==> src/rtl/bus_demux_bridge.sv <==
// bus_demux_bridge
// Routes a single CPU data-memory request to one of three memory-mapped
// slaves (DMEM, I/O registers, timer) selected by address bits [31:28].
// The request, address, write data and slave select are registered in IDLE.
// The chosen slave then sees a held one-hot request until it acks or the
// access times out. Completion is a one-cycle m_ready pulse, qualified by
// m_err for decode errors and timeouts.
module bus_demux_bridge #(
   parameter int WIDTH   = 32,
   parameter int TIMEOUT = 15   // ACCESS cycles without ack before error, 1..255
) (
   input  logic             clk,
   input  logic             rst_n,
   // master side
   input  logic             m_req,
   input  logic             m_we,
   input  logic [31:0]      m_addr,
   input  logic [WIDTH-1:0] m_wdata,
   output logic [WIDTH-1:0] m_rdata,
   output logic             m_ready,
   output logic             m_err,
   output logic             m_busy,
   // slave side
   output logic [2:0]       s_req,
   output logic             s_we,
   output logic [31:0]      s_addr,
   output logic [WIDTH-1:0] s_wdata,
   input  logic [WIDTH-1:0] s_rdata0,
   input  logic [WIDTH-1:0] s_rdata1,
   input  logic [WIDTH-1:0] s_rdata2,
   input  logic [2:0]       s_ack
);

   typedef enum logic [1:0] {
      IDLE   = 2'd0,
      ACCESS = 2'd1,
      DONE   = 2'd2,
      ERR    = 2'd3
   } state_t;

   // Value of the ACCESS cycle counter on the last cycle before a timeout.
   localparam logic [7:0] CNT_LAST = 8'(TIMEOUT - 1);

   state_t           state;
   state_t           state_next;

   logic [1:0]       sel;          // latched slave index, valid in ACCESS
   logic [7:0]       count;        // ACCESS cycles elapsed for this access

   logic [1:0]       dec_sel;      // slave index decoded from the live m_addr
   logic             dec_ok;       // m_addr maps onto an existing slave
   logic [2:0]       sel_onehot;   // one-hot form of the latched select
   logic             ack_sel;      // ack from the selected slave only
   logic [WIDTH-1:0] rdata_sel;    // read data from the selected slave only
   logic             timeout_hit;  // last ACCESS cycle allowed without ack

   // Address decode of the incoming request; bits [31:28] pick the slave.
   always_comb begin
      // NOTE: every signal assigned in a combinational block receives a default
      // first, so no path leaves it unassigned and no latch is inferred.
      dec_sel = 2'd0;
      dec_ok  = 1'b0;
      case (m_addr[31:28])
         4'h0: begin
            dec_sel = 2'd0;
            dec_ok  = 1'b1;
         end
         4'h1: begin
            dec_sel = 2'd1;
            dec_ok  = 1'b1;
         end
         4'h2: begin
            dec_sel = 2'd2;
            dec_ok  = 1'b1;
         end
         default: begin
            dec_sel = 2'd0;
            dec_ok  = 1'b0;
         end
      endcase
   end

   // Steer ack and read data from the latched slave; other slaves are ignored.
   always_comb begin
      sel_onehot = 3'b000;
      ack_sel    = 1'b0;
      rdata_sel  = '0;
      case (sel)
         2'd0: begin
            sel_onehot = 3'b001;
            ack_sel    = s_ack[0];
            rdata_sel  = s_rdata0;
         end
         2'd1: begin
            sel_onehot = 3'b010;
            ack_sel    = s_ack[1];
            rdata_sel  = s_rdata1;
         end
         2'd2: begin
            sel_onehot = 3'b100;
            ack_sel    = s_ack[2];
            rdata_sel  = s_rdata2;
         end
         default: begin
            sel_onehot = 3'b000;
            ack_sel    = 1'b0;
            rdata_sel  = '0;
         end
      endcase
   end

   assign timeout_hit = (count == CNT_LAST);

   // State register with synchronous active-low reset.
   always_ff @(posedge clk) begin
      // NOTE: clocked state is always updated with non-blocking assignments so
      // every register samples pre-edge values regardless of statement order.
      if (!rst_n) begin
         state <= IDLE;
      end else begin
         state <= state_next;
      end
   end

   // Next-state logic and state-decoded outputs.
   always_comb begin
      state_next = state;
      m_ready    = 1'b0;
      m_err      = 1'b0;
      m_busy     = 1'b1;
      s_req      = 3'b000;
      case (state)
         IDLE: begin
            m_busy = 1'b0;
            if (m_req) begin
               state_next = dec_ok ? ACCESS : ERR;
            end
         end
         ACCESS: begin
            s_req = sel_onehot;
            // An ack on the final allowed cycle still completes normally.
            if (ack_sel) begin
               state_next = DONE;
            end else if (timeout_hit) begin
               state_next = ERR;
            end
         end
         DONE: begin
            m_ready    = 1'b1;
            state_next = IDLE;
         end
         ERR: begin
            m_ready    = 1'b1;
            m_err      = 1'b1;
            state_next = IDLE;
         end
         default: begin
            state_next = IDLE;
         end
      endcase
   end

   // Request latch, access counter and completion read-data register.
   always_ff @(posedge clk) begin
      if (!rst_n) begin
         sel     <= 2'd0;
         count   <= 8'd0;
         s_we    <= 1'b0;
         s_addr  <= '0;
         s_wdata <= '0;
         m_rdata <= '0;
      end else begin
         // Capture the request only in IDLE; m_req while busy is dropped.
         if (state == IDLE && m_req) begin
            sel     <= dec_sel;
            s_we    <= m_we;
            s_addr  <= m_addr;
            s_wdata <= m_wdata;
            count   <= 8'd0;
         end else if (state == ACCESS) begin
            count <= count + 8'd1;
         end

         // m_rdata changes only on completion and holds until the next one.
         if (state_next == ERR) begin
            m_rdata <= '0;
         end else if (state == ACCESS && state_next == DONE) begin
            m_rdata <= s_we ? '0 : rdata_sel;
         end
      end
   end

endmodule

==> config.mk <==
export PLATFORM = sky130hd
export DESIGN_NAME = bus_demux_bridge
export DESIGN_NICKNAME = d
export VERILOG_FILES = /design/src/rtl/bus_demux_bridge.sv
export SDC_FILE = /design/constraint.sdc
export NUM_CORES = 1
export LEC_CHECK = 0
export CAP_MARGIN = 10
export CORE_UTILIZATION = 34
export CTS_CLUSTER_SIZE = 16
export DETAILED_ROUTE_END_ITERATION = 8
export GPL_TIMING_DRIVEN = 0
export PLACE_DENSITY = 0.77
export SLEW_MARGIN = 20
export SYNTH_ARGS = -nofsm -noshare
export SYNTH_HDL_FRONTEND = slang
export SYNTH_SLANG_ARGS = --single-unit
==> constraint.sdc <==
create_clock -name clk -period 1.8 [get_ports clk]
set_input_delay 0.36 -clock clk [delete_from_list [all_inputs] [get_ports clk]]
set_output_delay 0.36 -clock clk [all_outputs]
set_load 0.02 [all_outputs]
==> run_results.csv <==
group,metric,value,unit
timing,period_needed,1800,ps
yosys,synth.distinct_cells,35,
yosys,dominantRegCellSynth,"dfxtp_1",
cts,clk_latency,350,ps
global_route,grt_max_degree,20,
timing,max_freq,0.557,GHz
timing,slew_viol_final,0,
worst_hold_path,worstHoldStart,"s_addr[14]",
floorplan,rows,41,
timing,worst_hold_slack,453,ps
yosys,post_synth.cell_area_avg,8.39,µm²
detailed_routing,dr.pass1.iters,4,
final_layout,n_antenna_cell,0,
cts,h-tree-depth,3,
yosys,synth_edf_count,0,
cts,tritoncts,"yes",
yosys,synth_cells,541,
run_status,outcome,"complete, no violations",
global_route,grtUsageTotal,0.229,
global_route,grt_pass1_wl,25.2,mm
final_layout,fillers,1063,
cts,clock_sinks,109,
cts,numCtsBuffers,9,
critical_path,cp-end-kind,"flip-flop",
timing,max_slew.worst_pin.slew,598,ps
detailed_routing,vias,4891,
critical_path,timing.rr.start,"count[0]",
final_layout,final_common_cell,"clkdlybuf4s50_1",
power_and_ir_drop,p_leak,2.93,nW
critical_path,rrSetupSlack,3,ps
placement,dp_cells,982,
power_and_ir_drop,power.density,734,nW/µm²
yosys,synth.net_count,710,
worst_hold_path,hold_path_class,"reg -> reg",
global_route,antenna_found_initial,0,
power_and_ir_drop,peakVddDrop,0.434,mV
critical_path,ff2ff_path_depth,8,
final_layout,area_growth,77.3,%
critical_path,critical_path_required,2090,ps
critical_path,cp_max_fo,7,
critical_path,startpoint_type,"flip-flop",
floorplan,die_area,13800,µm²
yosys,async_reset_ff_frac,0,
timing,hold_viol,0,
detailed_routing,routed_via_density,4.83,
cts,path_clk_slew,80,ps
detailed_routing,avgRoutedWirePerCell,16.0,µm
yosys,yosysWarnings,0,
placement,gp_congestion,0.853,
placement,dp_hpwl,12.5,mm
yosys,synth_area,4540,µm²
timing,max_slew_margin,0.602,
placement,io_buffer_count,269,
cts,cts-root-buf,"clkbuf_16",
yosys,ys_seq_elements,109,
final_layout,drive_gt1_frac,0.0976,
critical_path,arrival,2090,ps
critical_path,path_class,"reg -> reg",
floorplan,num_io_pins,270,
timing,rsz0062_at_grt,"true",
timing,setup_violations,0,
timing,period_share,0.998,
floorplan,initial_core_util,0.354,
timing,fin_worst_skew,7.41,ps
detailed_routing,wirelength,16.2,mm
detailed_routing,drc,0,
global_route,grt_overflow,0,
critical_path,r2r-end,"m_rdata[12]",
detailed_routing,ant_nets,0,
final_layout,final_cell_mix,"clkdlybuf4s50_1, nand2_1, dfxtp_1, a21oi_1",
final_layout,finalNonFillerCells,1012,
run,drv_cap,0,
worst_hold_path,holdPathStages,2,
cts,clock_path_buffers,2,
yosys,seq_area_frac_synth,0.481,
floorplan,die_h,118,µm
worst_hold_path,min_to,"s_addr[14]",
timing,setup-tns-final,0,ps
global_route,grt_pass1_vias,5174,
floorplan,die_w,118,µm
final_layout,fin_nets,1004,
floorplan,core-area,12800,µm²
detailed_routing,drt_iter0_drc,158,
==> worst max-delay path by stage <==
stage                         from           to  cells past startpoint
after floorplan           count[0]  m_rdata[10]                      7
after global placement      sel[1]     s_req[2]                      6
after detailed placement    sel[1]     s_req[2]                      6
after CTS                   sel[1]     s_req[2]                      6
after global routing      count[0]  m_rdata[25]                      8
final                     count[0]  m_rdata[12]                      8
==> synth_stat cells, types with 2 or more instances <==
master	count	area (µm²)
a211oi_1	2	15.0
a21oi_1	70	350
a21oi_2	2	17.5
a22o_1	32	280
and2_1	2	12.5
buf_2	14	70.1
buf_6	4	45.0
clkbuf_1	23	86.3
dfxtp_1	109	2180
ha_1	2	25.0
inv_1	2	7.51
mux2i_1	33	330
nand2_1	172	646
nand4b_1	3	26.3
nor2_1	11	41.3
nor2b_1	2	12.5
nor3_1	3	15.0
nor3b_1	2	15.0
o21ai_0	33	165
or2_1	2	12.5
xnor2_1	2	17.5
xor2_1	3	26.3
==> cell type report <==
| type | count | area [µm²] | share of cell area |
|---|---|---|---|
| timing repair buffer | 284 | 2870 | 0.356 |
| sequential | 109 | 2200 | 0.273 |
| multi-input combinational | 387 | 2190 | 0.273 |
| buffer | 40 | 280 | 0.0348 |
| clock buffer | 9 | 225 | 0.0280 |
| tap | 172 | 215 | 0.0267 |
| clock inverter | 7 | 55.1 | 0.00684 |
| inverter | 4 | 17.5 | 0.00218 |
==> worst max-delay path, cell delays in order (launching register included) <==
cell and delay, ps:
dfxtp_4 380, inv_4 40, ha_4 140, nor3b_2 150, and4bb_4 210, a2111oi_4 320, buf_6 220, clkbuf_16 160
a22o_1 120
==> registers in the layout, indices dropped and copies added (netlist names) <==
signal	flops
state	2
s_wdata	32
m_rdata	32
count	8
sel	2
s_we	1
s_addr	32
==> repair_timing <==
action	4_1_cts	5_1_grt
endpoints found under the setup margin	57	52
gates cloned	0	3
hold buffers	0	0
buffers inserted	5	8
pin swaps	1	35
resized for setup	45	31
==> report_power, final <==
group / total [W] / leakage (nW) / switching [W] / internal (W)
clock network: 0.00192 / 0.139 / 0.000959 / 0.000961
registers: 0.00262 / 0.893 / 0.0000768 / 0.00254
logic: 0.00138 / 1.90 / 0.000619 / 0.000757
==> metal layers <==
| layer | up-vias | track usage | routed length [µm] |
|---|---|---|---|
| li1 | 2423 | - | - |
| met1 | 2242 | 0.234 | 6280 |
| met2 | 204 | 0.421 | 8240 |
| met3 | 22 | 0.0843 | 1390 |
| met4 | 0 | 0.0905 | 328 |
| met5 | - | 0 | 0 |
==> through the flow <==
stage	power (W)	utilization	setup slack (ps)	cell area, µm²
global placement	0.00394	0.581	-828	7450
finish	0.00591	0.628	3.10	8050
detailed placement	0.00397	0.581	-843	7450
floorplan	0.00321	-	90.3	4550
CTS	0.00590	0.611	-97.9	7830
global route	0.00618	0.628	-66.4	8050
==> kinds of logic (layout without fill, tap and decap cells) <==
kind of cell | after synthesis | count (layout) | share of synthesized area
simple gates | 206 | 206 | 0.193
compound gates | 140 | 140 | 0.188
flops | 109 | 109 | 0.481
buf+inv | 45 | 344 | 0.0477
mux | 34 | 34 | 0.0752
xor+xnor | 5 | 5 | 0.00965
fa+ha+maj | 2 | 2 | 0.00551
Power figures use the tool's default switching activity.
